<file path="config.mk">
export PLATFORM = sky130hd
export DESIGN_NAME = uart_tx_scheduler
export DESIGN_NICKNAME = d
export VERILOG_FILES = /design/src/rtl/uart_tx_scheduler.sv
export SDC_FILE = /design/constraint.sdc
export NUM_CORES = 1
export LEC_CHECK = 0
export CORE_MARGIN = 2
export CORE_UTILIZATION = 40
export CTS_CLUSTER_DIAMETER = 80
export DETAILED_ROUTE_END_ITERATION = 7
export DONT_BUFFER_PORTS = 1
export GPL_TIMING_DRIVEN = 0
export PLACE_DENSITY_LB_ADDON = 0.3
export SLEW_MARGIN = 20
export SYNTH_ARGS = -nofsm -noshare
export SYNTH_HDL_FRONTEND = slang
export SYNTH_SLANG_ARGS = --single-unit
</file>
<file path="constraint.sdc">
create_clock -name clk_50mhz -period 2.8 [get_ports clk_50mhz]
set_input_delay 0.56 -clock clk_50mhz [delete_from_list [all_inputs] [get_ports clk_50mhz]]
set_output_delay 0.56 -clock clk_50mhz [all_outputs]
set_load 0.005 [all_outputs]
</file>
<file path="src/rtl/uart_tx_scheduler.sv">
// -----------------------------------------------------------------------------
// uart_tx_scheduler
//
// Shares the interface UART and the ext1 UART transmitters between two packet
// requesters: the menu FSM and the external-response path. Each packet is two
// bytes (byte1, then byte2), sent to any subset of the two UARTs. Requests are
// arbitrated round-robin, the winning packet is latched, completion is tracked
// per channel, and a watchdog aborts a byte whose tx_done never arrives.
//
// Ports
//   clk_50mhz, reset_n_internal    clock, asynchronous active-low reset
//   req_menu / menu_byte1/2 / menu_dest   menu packet request (level, held to ack)
//   req_ext  / ext_byte1/2  / ext_dest    external packet request
//     dest bit0 = interface UART, bit1 = ext1 UART
//   tx_active_if/ext1, tx_done_if/ext1    UART status (done is a 1-cycle pulse)
//   tx_dv_if/ext1, tx_byte_if/ext1        1-cycle TX strobes and data
//   ack_menu, ack_ext              1-cycle packet-complete pulse
//   err_timeout                    1-cycle pulse with the ack of an aborted packet
//   busy                           high in every state except IDLE
//   grant_src                      0 = menu, 1 = ext; current or last packet source
// -----------------------------------------------------------------------------
module uart_tx_scheduler #(
  parameter int TX_TIMEOUT_CYCLES = 250_000,
  parameter int CNT_W             = 20
) (
  input  logic       clk_50mhz,
  input  logic       reset_n_internal,
  input  logic       req_menu,
  input  logic [7:0] menu_byte1,
  input  logic [7:0] menu_byte2,
  input  logic [1:0] menu_dest,
  input  logic       req_ext,
  input  logic [7:0] ext_byte1,
  input  logic [7:0] ext_byte2,
  input  logic [1:0] ext_dest,
  input  logic       tx_active_if,
  input  logic       tx_done_if,
  input  logic       tx_active_ext1,
  input  logic       tx_done_ext1,
  output logic       tx_dv_if,
  output logic       tx_dv_ext1,
  output logic [7:0] tx_byte_if,
  output logic [7:0] tx_byte_ext1,
  output logic       ack_menu,
  output logic       ack_ext,
  output logic       err_timeout,
  output logic       busy,
  output logic       grant_src
);

  localparam logic [2:0] S_IDLE  = 3'd0;
  localparam logic [2:0] S_SEND1 = 3'd1;
  localparam logic [2:0] S_WAIT1 = 3'd2;
  localparam logic [2:0] S_SEND2 = 3'd3;
  localparam logic [2:0] S_WAIT2 = 3'd4;
  localparam logic [2:0] S_ACK   = 3'd5;

  localparam logic [CNT_W-1:0] TIMEOUT_VAL = CNT_W'(TX_TIMEOUT_CYCLES);

  logic [2:0]       r_state;
  logic [7:0]       r_byte1;
  logic [7:0]       r_byte2;
  logic [1:0]       r_dest;
  logic [1:0]       r_done;
  logic [CNT_W-1:0] r_cnt;
  logic             r_last_grant;
  logic             r_grant_src;
  logic             r_tx_dv_if;
  logic             r_tx_dv_ext1;
  logic [7:0]       r_tx_byte_if;
  logic [7:0]       r_tx_byte_ext1;
  logic             r_ack_menu;
  logic             r_ack_ext;
  logic             r_err;
  logic             r_busy;

  logic [1:0] w_active;
  logic [1:0] w_done_in;
  logic [1:0] w_done_acc;
  logic       w_all_done;
  logic       w_chan_idle;
  logic       w_timeout;
  logic       w_req_any;
  logic       w_pick_ext;
  logic [7:0] w_send_byte;

  // Channel vectors use the dest encoding: bit0 = interface, bit1 = ext1.
  assign w_active    = {tx_active_ext1, tx_active_if};
  assign w_done_in   = {tx_done_ext1, tx_done_if};
  // Done pulses on unselected channels are masked off here.
  assign w_done_acc  = r_done | (w_done_in & r_dest);
  assign w_all_done  = (w_done_acc & r_dest) == r_dest;
  assign w_chan_idle = (w_active & r_dest) == 2'b00;
  assign w_timeout   = (r_cnt == TIMEOUT_VAL);
  assign w_req_any   = req_menu | req_ext;
  // On a tie the source that did not win last time is served.
  assign w_pick_ext  = req_ext & (~req_menu | ~r_last_grant);
  assign w_send_byte = (r_state == S_SEND1) ? r_byte1 : r_byte2;

  // NOTE: sequential state is written with non-blocking assignments only, so
  // every register samples pre-edge values regardless of statement order.
  always_ff @(posedge clk_50mhz or negedge reset_n_internal) begin
    if (!reset_n_internal) begin
      r_state        <= S_IDLE;
      r_byte1        <= '0;
      r_byte2        <= '0;
      r_dest         <= '0;
      r_done         <= '0;
      r_cnt          <= '0;
      r_last_grant   <= 1'b1;
      r_grant_src    <= 1'b0;
      r_tx_dv_if     <= 1'b0;
      r_tx_dv_ext1   <= 1'b0;
      r_tx_byte_if   <= '0;
      r_tx_byte_ext1 <= '0;
      r_ack_menu     <= 1'b0;
      r_ack_ext      <= 1'b0;
      r_err          <= 1'b0;
      r_busy         <= 1'b0;
    end else begin
      // Strobes and acks are single-cycle pulses unless re-asserted below.
      r_tx_dv_if   <= 1'b0;
      r_tx_dv_ext1 <= 1'b0;
      r_ack_menu   <= 1'b0;
      r_ack_ext    <= 1'b0;
      r_err        <= 1'b0;

      case (r_state)
        S_IDLE: begin
          if (w_req_any) begin
            r_byte1      <= w_pick_ext ? ext_byte1 : menu_byte1;
            r_byte2      <= w_pick_ext ? ext_byte2 : menu_byte2;
            r_dest       <= w_pick_ext ? ext_dest  : menu_dest;
            r_grant_src  <= w_pick_ext;
            r_last_grant <= w_pick_ext;
            r_busy       <= 1'b1;
            r_state      <= S_SEND1;
          end
        end

        S_SEND1, S_SEND2: begin
          if (r_dest == 2'b00) begin
            // Nothing to send: complete the packet without any strobe.
            r_ack_menu <= ~r_grant_src;
            r_ack_ext  <= r_grant_src;
            r_state    <= S_ACK;
          end else if (w_chan_idle) begin
            if (r_dest[0]) begin
              r_tx_dv_if   <= 1'b1;
              r_tx_byte_if <= w_send_byte;
            end
            if (r_dest[1]) begin
              r_tx_dv_ext1   <= 1'b1;
              r_tx_byte_ext1 <= w_send_byte;
            end
            // Clearing here discards any done pulse from an earlier transfer
            // that lands in this cycle; flags only accumulate in WAIT states.
            r_done  <= 2'b00;
            r_cnt   <= '0;
            r_state <= (r_state == S_SEND1) ? S_WAIT1 : S_WAIT2;
          end
        end

        S_WAIT1, S_WAIT2: begin
          r_done <= w_done_acc;
          if (w_all_done) begin
            if (r_state == S_WAIT1) begin
              r_state <= S_SEND2;
            end else begin
              r_ack_menu <= ~r_grant_src;
              r_ack_ext  <= r_grant_src;
              r_state    <= S_ACK;
            end
          end else if (w_timeout) begin
            // Abort: remaining bytes are skipped and the ack carries the error.
            r_err      <= 1'b1;
            r_ack_menu <= ~r_grant_src;
            r_ack_ext  <= r_grant_src;
            r_state    <= S_ACK;
          end else begin
            r_cnt <= r_cnt + 1'b1;
          end
        end

        S_ACK: begin
          r_busy  <= 1'b0;
          r_state <= S_IDLE;
        end

        default: begin
          r_busy  <= 1'b0;
          r_state <= S_IDLE;
        end
      endcase
    end
  end

  assign tx_dv_if     = r_tx_dv_if;
  assign tx_dv_ext1   = r_tx_dv_ext1;
  assign tx_byte_if   = r_tx_byte_if;
  assign tx_byte_ext1 = r_tx_byte_ext1;
  assign ack_menu     = r_ack_menu;
  assign ack_ext      = r_ack_ext;
  assign err_timeout  = r_err;
  assign busy         = r_busy;
  assign grant_src    = r_grant_src;

endmodule

</file>
==> impl_metrics.tcl <==
set metrics [dict create \
    synth_nets 396 \
    grt_pass1_vias 2589 \
    start_util_pct 41.2 \
    nNetsFinal 407 \
    syn-cell-area_mm2 0.00338 \
    clk_latency_ps 340 \
    vias_per_cell 5.74 \
    slowest_delay_ps 570 \
    postLayoutCellArea_mm2 0.00374 \
    synth-seq-cells 67 \
    ios 67 \
    hpwl_um 5610 \
    drc_errors 0 \
    place_area_mm2 0.00351 \
    power_mw 3.83 \
    cts_max_level 3 \
    slew_headroom_pct 38.4 \
    grt.busiest_layer "met2" \
    fillers 787 \
    p_leak_nw 1.58 \
    start_kind "flip-flop" \
    routed_wl_um 7920 \
    crit_arrival_ps 2710 \
    ant_nets 0 \
    drive_gt1_share_pct 10.1 \
    cts_resized 0 \
    synth_most_common_cell "dfrtp_1" \
    netlist.area_leader.share_pct 48.8 \
    synth_common_cells "dfrtp_1 (66), nand2_1 (37), nor2_1 (32)" \
    place.gp.congestion 0.842 \
    area_growth_pct 10.5 \
    rrSetupSlack_ps 320 \
    finalHoldViolCount 0 \
    core-area_mm2 0.00822 \
    cts_setup_buffers 0 \
    synthCells 350 \
    synthTopCellsByArea "dfrtp_1 (49%), mux2i_1 (8.0%), nand2_1 (4.1%), o21ai_0 (4.0%), nor2_1 (3.6%)" \
    die_w_um 96.0 \
    hp-class "in2async" \
    fin_skew_ps 8.30 \
    grt_max_degree 67 \
    synth_ff_type "dfrtp_1" \
    path_class "reg2reg" \
    grt_overflow 0 \
    cts_buffer_depth 2 \
    crit_required_ps 3030 \
    path_cells "or3b_4 > and2_4 > buf_6 > or4_4 > o311a_1 > a221o_1" \
    antenna_found_initial 0 \
    synth_top_area_cell "dfrtp_1" \
    power.density_mw_per_mm2 1020 \
    grt_util_met1_pct 26.4 \
    vias 2702 \
    drt_iter0_drc 225 \
    cts.sinks 67 \
    status "finished, final reports clean" \
    grt_use_met3_pct 5.56 \
    num_antenna_cells 0 \
    die_h_um 96.0 \
    portBuffers 0 \
    crit_slowest_cell "or4_4" \
    yosysUniqueCellTypes 55 \
    maxCapViolations 0 \
    grt_pass1_wl_um 13100 \
    synth_edf_count 0 \
    setup_slack_ps 324 \
    dr.pass1.iters 4 \
    core.rowCount 33 \
    reg2reg_to "r_cnt[17]" \
    period_needed_ps 2480 \
    whs_ps 55.4 \
    cts_tree "done" \
    clk_pin_slew_ps 80 \
    dpl_worst_slack_ps 196 \
    track_usage_pct 18.6 \
    reg2reg_depth 6 \
    die-area_mm2 0.00921 \
    wl_per_cell_um 16.8 \
    timing.setup.tns_ps 0 \
    async_flop_share_pct 100 \
    slew_violations 0 \
    vdd_ir_drop_max_v 0.000579 \
    yosys_warnings 0 \
    tightest_slew_ps 919 \
    finalSetupViolCount 0 \
    rsz0062_at_grt "no" \
    critical_path_peak_fanout 10 \
    timing.fmax_mhz 404 \
    reg2reg_from "r_dest[0]" \
    cts_made_buffers 9 \
    synth-seq-area-share_pct 49.6 \
    syn_avg_cell_area_um2 9.66 \
    clockRootBuffer "clkbuf_8" \
    period_share_pct 88.4 \
    cp-end-kind "flip-flop" \
    grtUsageMet2_pct 27.4 \
]
==> critical path, delay by kind of cell, from the launching register on <==
family / cells / cell delay [ps]
buffers and inverters: 1 / 130
flip-flops: 1 / 460
AO/OA/AOI/OAI: 2 / 590
AND/OR/NAND/NOR: 3 / 1180
==> metal layers <==
metal,up-vias,part of all wire [%]
li1,1310,-
met1,1302,47
met2,81,45
met3,9,7.2
met4,0,1.1
met5,-,0
==> registers in the layout (all words and copies together), names as in the netlist, 2 cells and up <==
name	flops
r_byte1	8
tx_byte_ext1	8
r_done	2
r_dest	2
r_byte2	8
r_state	3
r_cnt	20
tx_byte_if	8
==> cell type report <==
cell class	count	area [µm²]	share of cell area, %
plain buffers	17	73.8	1.98
inverters	9	33.8	0.904
flip-flops and latches	67	1680	44.9
clock buffers	9	124	3.31
repair buffers	1	27.5	0.737
multi-input cells	256	1590	42.6
well taps	105	131	3.52
clock inverters	7	76.3	2.04
==> timing repair <==
item / CTS / global route
setup endpoints to repair: 0 / 1
hold buffers: 1 / 0
endpoints found under the hold margin: 66 / 0
==> layout by cell type (no fill, tap or decap), types with 3 or more instances in the layout <==
| cell | instances |
|---|---|
| a21boi_0 | 3 |
| a21o_1 | 3 |
| a21oi_1 | 22 |
| a31o_2 | 3 |
| a31oi_1 | 15 |
| a41oi_1 | 3 |
| and3_1 | 3 |
| buf_1 | 5 |
| clkbuf_1 | 9 |
| clkbuf_8 | 9 |
| dfrtp_1 | 66 |
| inv_1 | 9 |
| mux2i_1 | 27 |
| nand2_1 | 37 |
| nand2b_1 | 4 |
| nand3_1 | 10 |
| nand4_1 | 5 |
| nand4b_1 | 4 |
| nor2_1 | 32 |
| nor3_1 | 8 |
| nor4_1 | 6 |
| o211ai_1 | 3 |
| o21ai_0 | 27 |
| or4_1 | 3 |
==> report_power, final <==
group	switching (mW)	internal [mW]	leakage, nW
Sequential	0.259	1.30	0.839
Combinational	0.905	0.536	0.649
Clock	0.405	0.417	0.0962
==> worst max path at each step <==
stage	start	endpoint	slack, ps	depth (start not counted)
after floorplan	tx_done_if	r_cnt[17]	310	6
after global placement	tx_done_if	r_cnt[17]	240	6
after detailed placement	r_cnt[0]	r_cnt[16]	200	8
after CTS	r_cnt[0]	r_cnt[16]	200	8
after global routing	r_state[2]	r_cnt[10]	180	6
final	r_dest[0]	r_cnt[17]	320	6
==> through the flow <==
step / instances / utilization, %
global placement: 455 / 42.8
floorplan: 350 / -
detailed placement: 455 / 42.8
CTS: 472 / 45.5
finish: 471 / 45.5
global route: 471 / 45.5
==> cell families (layout without fill, tap and decap cells) <==
logic type | count (synthesis) | after routing | synth area share (%)
simple gates | 127 | 127 | 19.1
compound gates | 98 | 98 | 18.6
flops | 67 | 67 | 49.6
mux | 28 | 28 | 8.32
buf+inv | 27 | 43 | 3.29
fa+ha+maj | 2 | 2 | 0.740
xor+xnor | 1 | 1 | 0.259
No activity file was read; power rests on OpenSTA's default activity.
